==> src/rtl/env_writer_pkg.sv <==
// Shared grid geometry, cell format and state encoding for the environment writer.
package env_writer_pkg;

    localparam int PIXELS_X    = 8;
    localparam int PIXELS_Y    = 8;
    localparam int X_bits      = 4;
    localparam int Y_bits      = 4;
    localparam int SIGNAL_bits = 4;

    localparam logic [SIGNAL_bits-1:0] SIGNAL_MAX = {SIGNAL_bits{1'b1}};
    localparam logic [X_bits-1:0]      X_LAST     = X_bits'(PIXELS_X - 1);
    localparam logic [Y_bits-1:0]      Y_LAST     = Y_bits'(PIXELS_Y - 1);

    // Sugar sits in bit 0, pheromone signal above it.
    typedef struct packed {
        logic [SIGNAL_bits-1:0] signal;
        logic                   sugar;
    } env_cell_t;

    typedef enum logic [2:0] {
        IDLE  = 3'd0,
        SW_RD = 3'd1,
        SW_WR = 3'd2,
        DP_RD = 3'd3,
        DP_WR = 3'd4
    } state_e;

    typedef enum logic {
        MODE_DECAY   = 1'b0,
        MODE_DEPOSIT = 1'b1
    } cell_mode_e;

    // True when the coordinate addresses a real cell of the grid.
    function automatic logic coord_in_range(input logic [X_bits-1:0] x,
                                            input logic [Y_bits-1:0] y);
        return ({1'b0, x} < (X_bits+1)'(PIXELS_X)) &&
               ({1'b0, y} < (Y_bits+1)'(PIXELS_Y));
    endfunction

endpackage

==> src/rtl/env_cell_update.sv <==
// Saturating update of one environment cell: evaporation or pheromone deposit.
module env_cell_update
    import env_writer_pkg::*;
#(
    parameter int unsigned DECAY_STEP = 1
)
(
    input  env_cell_t              cell_i,
    input  cell_mode_e             mode_i,
    input  logic [SIGNAL_bits-1:0] amount_i,
    input  logic                   take_sugar_i,
    output env_cell_t              cell_o
);

    localparam logic [SIGNAL_bits:0] STEP_EXT = (SIGNAL_bits+1)'(DECAY_STEP);
    localparam logic [SIGNAL_bits:0] MAX_EXT  = {1'b0, SIGNAL_MAX};

    logic [SIGNAL_bits:0] sig_ext_s;
    logic [SIGNAL_bits:0] diff_s;
    logic [SIGNAL_bits:0] sum_s;

    // Decay floors at zero, deposit clips at SIGNAL_MAX; one extra bit catches the wrap.
    always_comb begin
        sig_ext_s = {1'b0, cell_i.signal};
        diff_s    = sig_ext_s - STEP_EXT;
        sum_s     = sig_ext_s + {1'b0, amount_i};
        cell_o    = cell_i;
        case (mode_i)
            MODE_DECAY: begin
                if (sig_ext_s >= STEP_EXT) begin
                    cell_o.signal = diff_s[SIGNAL_bits-1:0];
                end else begin
                    cell_o.signal = {SIGNAL_bits{1'b0}};
                end
            end
            MODE_DEPOSIT: begin
                if (sum_s > MAX_EXT) begin
                    cell_o.signal = SIGNAL_MAX;
                end else begin
                    cell_o.signal = sum_s[SIGNAL_bits-1:0];
                end
                if (take_sugar_i) begin
                    cell_o.sugar = 1'b0;
                end else begin
                    cell_o.sugar = cell_i.sugar;
                end
            end
            default: begin
                cell_o = cell_i;
            end
        endcase
    end

endmodule

==> src/rtl/env_writer.sv <==
// Environment writer: raster evaporation sweep interleaved with ant deposits,
// every cell access a two-cycle read-modify-write against an external grid.
module env_writer
    import env_writer_pkg::*;
#(
    parameter int unsigned DECAY_STEP = 1
)
(
    input  logic                   Clk,
    input  logic                   RESET_SIM_N,
    input  logic                   decay_start,
    input  logic                   dep_valid,
    output logic                   dep_ready,
    input  logic [X_bits-1:0]      dep_X,
    input  logic [Y_bits-1:0]      dep_Y,
    input  logic [SIGNAL_bits-1:0] dep_amount,
    input  logic                   dep_take_sugar,
    output logic [X_bits-1:0]      lookup_X,
    output logic [Y_bits-1:0]      lookup_Y,
    input  logic [SIGNAL_bits:0]   lookup_data,
    output logic [X_bits-1:0]      write_X,
    output logic [PIXELS_Y-1:0]    write_flag_row,
    output logic [SIGNAL_bits-1:0] write_signal,
    output logic                   write_sugar,
    output logic                   busy,
    output logic                   sweep_done,
    output logic                   sweep_overrun
);

    state_e                 state_q, state_d;
    logic [X_bits-1:0]      sw_x_q, sw_x_d;
    logic [Y_bits-1:0]      sw_y_q, sw_y_d;
    logic                   active_q, active_d;
    logic                   done_q, done_d;
    logic                   overrun_q, overrun_d;
    logic [X_bits-1:0]      dx_q, dx_d;
    logic [Y_bits-1:0]      dy_q, dy_d;
    logic [SIGNAL_bits-1:0] damt_q, damt_d;
    logic                   dtake_q, dtake_d;

    logic                   accept_s;
    logic                   last_cell_s;
    logic                   wr_en_s;
    logic [Y_bits-1:0]      wr_row_s;
    cell_mode_e             mode_s;
    env_cell_t              rd_cell_s;
    env_cell_t              new_cell_s;

    assign rd_cell_s = lookup_data;

    env_cell_update #(
        .DECAY_STEP (DECAY_STEP)
    ) u_cell_update (
        .cell_i       (rd_cell_s),
        .mode_i       (mode_s),
        .amount_i     (damt_q),
        .take_sugar_i (dtake_q),
        .cell_o       (new_cell_s)
    );

    // Address/write decode from the current state; ready is held low while in reset.
    always_comb begin
        dep_ready = RESET_SIM_N && ((state_q == IDLE) || (state_q == SW_WR));
        lookup_X  = sw_x_q;
        lookup_Y  = sw_y_q;
        write_X   = sw_x_q;
        wr_row_s  = sw_y_q;
        wr_en_s   = 1'b0;
        mode_s    = MODE_DECAY;
        case (state_q)
            SW_WR: begin
                wr_en_s = 1'b1;
            end
            DP_RD: begin
                lookup_X = dx_q;
                lookup_Y = dy_q;
            end
            DP_WR: begin
                write_X  = dx_q;
                wr_row_s = dy_q;
                wr_en_s  = 1'b1;
                mode_s   = MODE_DEPOSIT;
            end
            default: begin
                wr_en_s = 1'b0;
            end
        endcase
        for (int r = 0; r < PIXELS_Y; r++) begin
            if (wr_en_s && coord_in_range(write_X, wr_row_s) && (wr_row_s == Y_bits'(r))) begin
                write_flag_row[r] = 1'b1;
            end else begin
                write_flag_row[r] = 1'b0;
            end
        end
        write_signal  = new_cell_s.signal;
        write_sugar   = new_cell_s.sugar;
        busy          = (state_q != IDLE);
        sweep_done    = done_q;
        sweep_overrun = overrun_q;
    end

    // Next-state: deposit capture, sweep bookkeeping and RMW sequencing.
    always_comb begin
        state_d     = state_q;
        sw_x_d      = sw_x_q;
        sw_y_d      = sw_y_q;
        active_d    = active_q;
        done_d      = 1'b0;
        overrun_d   = overrun_q;
        dx_d        = dx_q;
        dy_d        = dy_q;
        damt_d      = damt_q;
        dtake_d     = dtake_q;
        accept_s    = dep_valid && dep_ready;
        last_cell_s = (sw_x_q == X_LAST) && (sw_y_q == Y_LAST);

        if (accept_s) begin
            dx_d    = dep_X;
            dy_d    = dep_Y;
            damt_d  = dep_amount;
            dtake_d = dep_take_sugar;
        end else begin
            dtake_d = dtake_q;
        end

        if (decay_start) begin
            if (active_q) begin
                overrun_d = 1'b1;
            end else begin
                active_d = 1'b1;
            end
        end else begin
            overrun_d = overrun_q;
        end

        case (state_q)
            IDLE: begin
                if (accept_s) begin
                    state_d = DP_RD;
                end else if (active_d) begin
                    state_d = SW_RD;
                end else begin
                    state_d = IDLE;
                end
            end
            SW_RD: begin
                state_d = SW_WR;
            end
            SW_WR: begin
                if (last_cell_s) begin
                    sw_x_d   = {X_bits{1'b0}};
                    sw_y_d   = {Y_bits{1'b0}};
                    active_d = 1'b0;
                    done_d   = 1'b1;
                end else if (sw_x_q == X_LAST) begin
                    sw_x_d = {X_bits{1'b0}};
                    sw_y_d = sw_y_q + Y_bits'(1);
                end else begin
                    sw_x_d = sw_x_q + X_bits'(1);
                end
                if (accept_s) begin
                    state_d = DP_RD;
                end else if (!last_cell_s) begin
                    state_d = SW_RD;
                end else begin
                    state_d = IDLE;
                end
            end
            DP_RD: begin
                state_d = DP_WR;
            end
            DP_WR: begin
                if (active_d) begin
                    state_d = SW_RD;
                end else begin
                    state_d = IDLE;
                end
            end
            default: begin
                state_d = IDLE;
            end
        endcase
    end

    // State and datapath registers, cleared asynchronously.
    always_ff @(posedge Clk or negedge RESET_SIM_N) begin
        if (!RESET_SIM_N) begin
            state_q   <= IDLE;
            sw_x_q    <= {X_bits{1'b0}};
            sw_y_q    <= {Y_bits{1'b0}};
            active_q  <= 1'b0;
            done_q    <= 1'b0;
            overrun_q <= 1'b0;
            dx_q      <= {X_bits{1'b0}};
            dy_q      <= {Y_bits{1'b0}};
            damt_q    <= {SIGNAL_bits{1'b0}};
            dtake_q   <= 1'b0;
        end else begin
            state_q   <= state_d;
            sw_x_q    <= sw_x_d;
            sw_y_q    <= sw_y_d;
            active_q  <= active_d;
            done_q    <= done_d;
            overrun_q <= overrun_d;
            dx_q      <= dx_d;
            dy_q      <= dy_d;
            damt_q    <= damt_d;
            dtake_q   <= dtake_d;
        end
    end

endmodule

==> config.mk <==
export PLATFORM = sky130hd
export DESIGN_NAME = env_writer
export DESIGN_NICKNAME = d
export VERILOG_FILES = /design/src/rtl/env_writer_pkg.sv /design/src/rtl/env_cell_update.sv /design/src/rtl/env_writer.sv
export SDC_FILE = /design/constraint.sdc
export NUM_CORES = 1
export LEC_CHECK = 0
export ABC_AREA = 1
export CELL_PAD_IN_SITES_DETAIL_PLACEMENT = 0
export CELL_PAD_IN_SITES_GLOBAL_PLACEMENT = 1
export CORE_MARGIN = 1.5
export CORE_UTILIZATION = 35
export CTS_BUF_LIST = sky130_fd_sc_hd__clkbuf_2 sky130_fd_sc_hd__clkbuf_4 sky130_fd_sc_hd__clkbuf_8
export CTS_CLUSTER_DIAMETER = 60
export DETAILED_ROUTE_END_ITERATION = 16
export PLACE_DENSITY = 0.9
export SLEW_MARGIN = 10
export SYNTH_ARGS = -nofsm -noshare
export SYNTH_HDL_FRONTEND = slang
export SYNTH_HIERARCHICAL = 1
export SYNTH_SLANG_ARGS = --single-unit
==> constraint.sdc <==
create_clock -name Clk -period 2.1 [get_ports Clk]
set_input_delay 0.42 -clock Clk [delete_from_list [all_inputs] [get_ports Clk]]
set_output_delay 0.42 -clock Clk [all_outputs]
set_load 0.05 [all_outputs]
==> results_dict.tcl <==
set metrics [dict create \
    run_status "complete, but fails checks" \
    violations "setup timing" \
    avgRoutedWirePerCell_um 11.85 \
    critical_path.cell_chain "ha_2 > inv_2 > fa_2 > nand3b_1 > nand2_2 > o21ai_2 > o21ai_2 > buf_12" \
    crit_path_max_incr_delay_ns 0.37 \
    slew_viol_final 0 \
    numCtsBuffers 3 \
    fin_ws_ns -0.1468 \
    placeableCoreArea_um2 4848 \
    ys_top_cells_by_count "nand2_1, nor2_1, inv_1" \
    min_to "sweep_overrun$_DFFE_PN0P_" \
    hold_slack_ns 0.4723 \
    netSwitchingPower_uw 2223 \
    worstHoldStart "sweep_overrun$_DFFE_PN0P_" \
    r2r_setup_slack_ns 0.39 \
    yosys.area_share.simple 0.3366 \
    die_y_um 74.78 \
    finalCritPeriodShare 1.070 \
    rsz0062_at_grt "true" \
    p_total_uw 4525 \
    cp_common_cell "o21ai_2" \
    synthMuxAreaShare 0 \
    avgSynthCellArea_um2 7.241 \
    synth_edf_count 0 \
    final.setup_skew_ns 0.003285 \
    cts.clk_slew.worst_paths_ns 0.09 \
    internal_power_uw 2301 \
    finalCriticalPeriod_ns 2.247 \
    cts_buffer_depth 2 \
    synth_most_common_cell "nand2_1" \
    yosysSeqAreaShare 0.3747 \
    synth.distinct_cells 27 \
    area_growth_pct 67.18 \
    worst_ep_arrival_time_ns 1.83 \
    synth_top_family_by_area "simple AND/OR/NAND/NOR gates" \
    r2r_end "dy_q[2]$_DFFE_PN0N_" \
    clock-sinks 27 \
    nNetsFinal 355 \
    synthArstFlopShare 1.000 \
    ir_worst_vdd_mv 1.517 \
    synth_top_area_cell "dfrtp_1" \
    drt_first_pass_iters 4 \
    htree_levels 1 \
    crit_fanout 3 \
    grt_pass1_vias 1765 \
    cp-end-kind "primary output" \
    num_antenna_cells 0 \
    io_pins 51 \
    ys_ff_latch 27 \
    p_leak_uw 0.001388 \
    vias_per_cell 4.659 \
    power_density_nw_per_um2 1501 \
    gp_congestion 0.8010 \
    place_inst 374 \
    hold_path_depth 1 \
    synth_area_leaders "dfrtp_1, nand2_1, nor2_1" \
    die-area_um2 5591 \
    max-cap-violations 0 \
    p_comb_frac 0.728 \
    slew_headroom 0.6665 \
    hp-class "register to register" \
    initial_core_util 0.3719 \
    synth_flop_cell "dfrtp_1" \
    final-setup-viol-count 12 \
    port_buffers 50 \
    grt_pass1_wl_mm 7.548 \
    critPathKind "register to primary output" \
    cts_tree "yes" \
    final_cell_area_um2 3014 \
    hpwl_mm 3.472 \
    placed_cell_area_um2 2718 \
    final_cell_count_no_fill 390 \
    drc 0 \
    synthesis.area_um2 1803 \
    drt_iter0_markers 51 \
    p_sw_frac 0.4914 \
    synth_xor_area_frac 0.01457 \
    hold_viol_final 0 \
    p_seq_frac 0.205 \
    grt_usage 0.1729 \
    post_route_cells_drive_above_1_share 0.3313 \
    start_kind "register" \
    postRouteAntennaNets 0 \
    yosysWarnings 6 \
    syn_nets 280 \
    tightest_slew_ns 0.4987 \
    pwr-share-clk 0.067 \
    max_freq_mhz 445.1 \
    yosys.area_share.adder 0.06662 \
    overflow 0 \
    synth-compound-area-share 0.1110 \
    num_rows 25 \
    timing.rr.start "state_q[2]$_DFF_PN0_" \
    reg2reg_depth 7 \
    num_vias 1817 \
    clockRootBuffer "clkbuf_8" \
    worst_path_max_delay_cell "dfrtp_1" \
    finalWirelength_mm 4.623 \
    antenna_found_initial 0 \
    synthesis.instances 249 \
    crit_required_ns 1.68 \
    synth_top_cell_area_share 0.3747 \
    grt_max_degree 28 \
    crit_start "damt_q[0]$_DFFE_PN0N_" \
    clock_latency_ns 0.27 \
    die_w_um 74.78 \
]
[state kept, by name, indices dropped and copies added (netlist names)]
register / cells
damt_q: 4
sweep_overrun: 1
sw_y_q: 4
dx_q: 4
active_q: 1
sw_x_q: 4
dtake_q: 1
sweep_done: 1
state_q: 3
dy_q: 4
[power groups by stage]
stage | clock network (µW) | logic, µW | registers, µW
final | 303 | 3290 | 928
after global routing | 331 | 3530 | 957
after CTS | 306 | 3060 | 917
after detailed placement | 0 | 2880 | 914
after global placement | 0 | 2860 | 906
after floorplan | 0 | 1750 | 861
[critical path, delay by kind of cell, from the launching register on]
| family | cells | cell delay [ns] |
|---|---|---|
| DFF | 1 | 0.37 |
| buffers and inverters | 2 | 0.19 |
| AOI/OAI and AO/OA | 2 | 0.14 |
| adders and majority gates | 2 | 0.55 |
| and+or+nand+nor | 2 | 0.31 |
[area by class of cell]
cell class | count | area [µm²]
inverter | 31 | 126.4
timing repair buffer | 74 | 950.9
tap | 67 | 83.83
clock buffer | 4 | 48.80
sequential | 27 | 679.4
multi-input combinational | 187 | 1125
fill | 418 | 1834
[placed cells by master, fill, tap and decap left out, types with 2 or more instances in the layout]
cell type | Yosys | final
a21oi_1 | 11 | 11
buf_12 | 0 | 27
buf_4 | 1 | 23
clkbuf_8 | 0 | 3
clkdlybuf4s50_1 | 0 | 19
dfrtp_1 | 27 | 24
dfrtp_2 | 0 | 3
dlygate4sd2_1 | 0 | 3
ha_1 | 8 | 5
ha_4 | 0 | 2
inv_1 | 29 | 26
inv_2 | 1 | 3
nand2_1 | 71 | 62
nand2_2 | 2 | 12
nand3_1 | 22 | 20
nand3_4 | 0 | 2
nand3b_1 | 2 | 2
nand4_1 | 3 | 3
nor2_1 | 30 | 22
nor2_2 | 0 | 2
nor2_4 | 4 | 10
o21ai_0 | 19 | 4
o21ai_1 | 2 | 7
o21ai_2 | 2 | 12
xnor2_1 | 2 | 2
[how the worst max path moves through the flow]
stage,to,depth (start not counted)
floorplan,write_X[0],4
global placement,write_signal[0],9
detailed placement,write_signal[0],9
CTS,write_signal[2],8
global route,write_signal[2],8
finish,write_signal[2],8
[metrics by stage]
stage	util	setup TNS [ns]	setup WS, ns
after floorplan	-	-0.9853	-0.2797
after CTS	0.5917	-0.6562	-0.1476
final	0.6217	-0.6912	-0.1468
after detailed placement	0.5605	-1.816	-0.5476
after global placement	0.5605	-1.676	-0.4900
after global routing	0.6217	-1.780	-0.2363
[routing by layer]
layer | vias to the layer above | share of wire | global-route usage
met2 | 45 | 0.52 | 0.3194
met1 | 821 | 0.43 | 0.2222
met4 | 0 | 0.0043 | 0.02424
li1 | 947 | - | -
met3 | 4 | 0.040 | 0.02008
met5 | - | 0 | 0
[repair_timing]
action,4_1_cts,5_1_grt
pin swaps,6,8
buffers inserted,6,5
hold buffers,0,0
setup endpoints to repair,23,17
resized for setup,23,29
cloned,0,1
[cells by family after synthesis]
logic type / Yosys count
AOI/OAI and AO/OA: 37
xor gates and xnor gates: 3
adders and majority gates: 9
buffers and inverters: 36
DFF: 27
and+or+nand+nor: 137
Power figures use the tool's default switching activity.
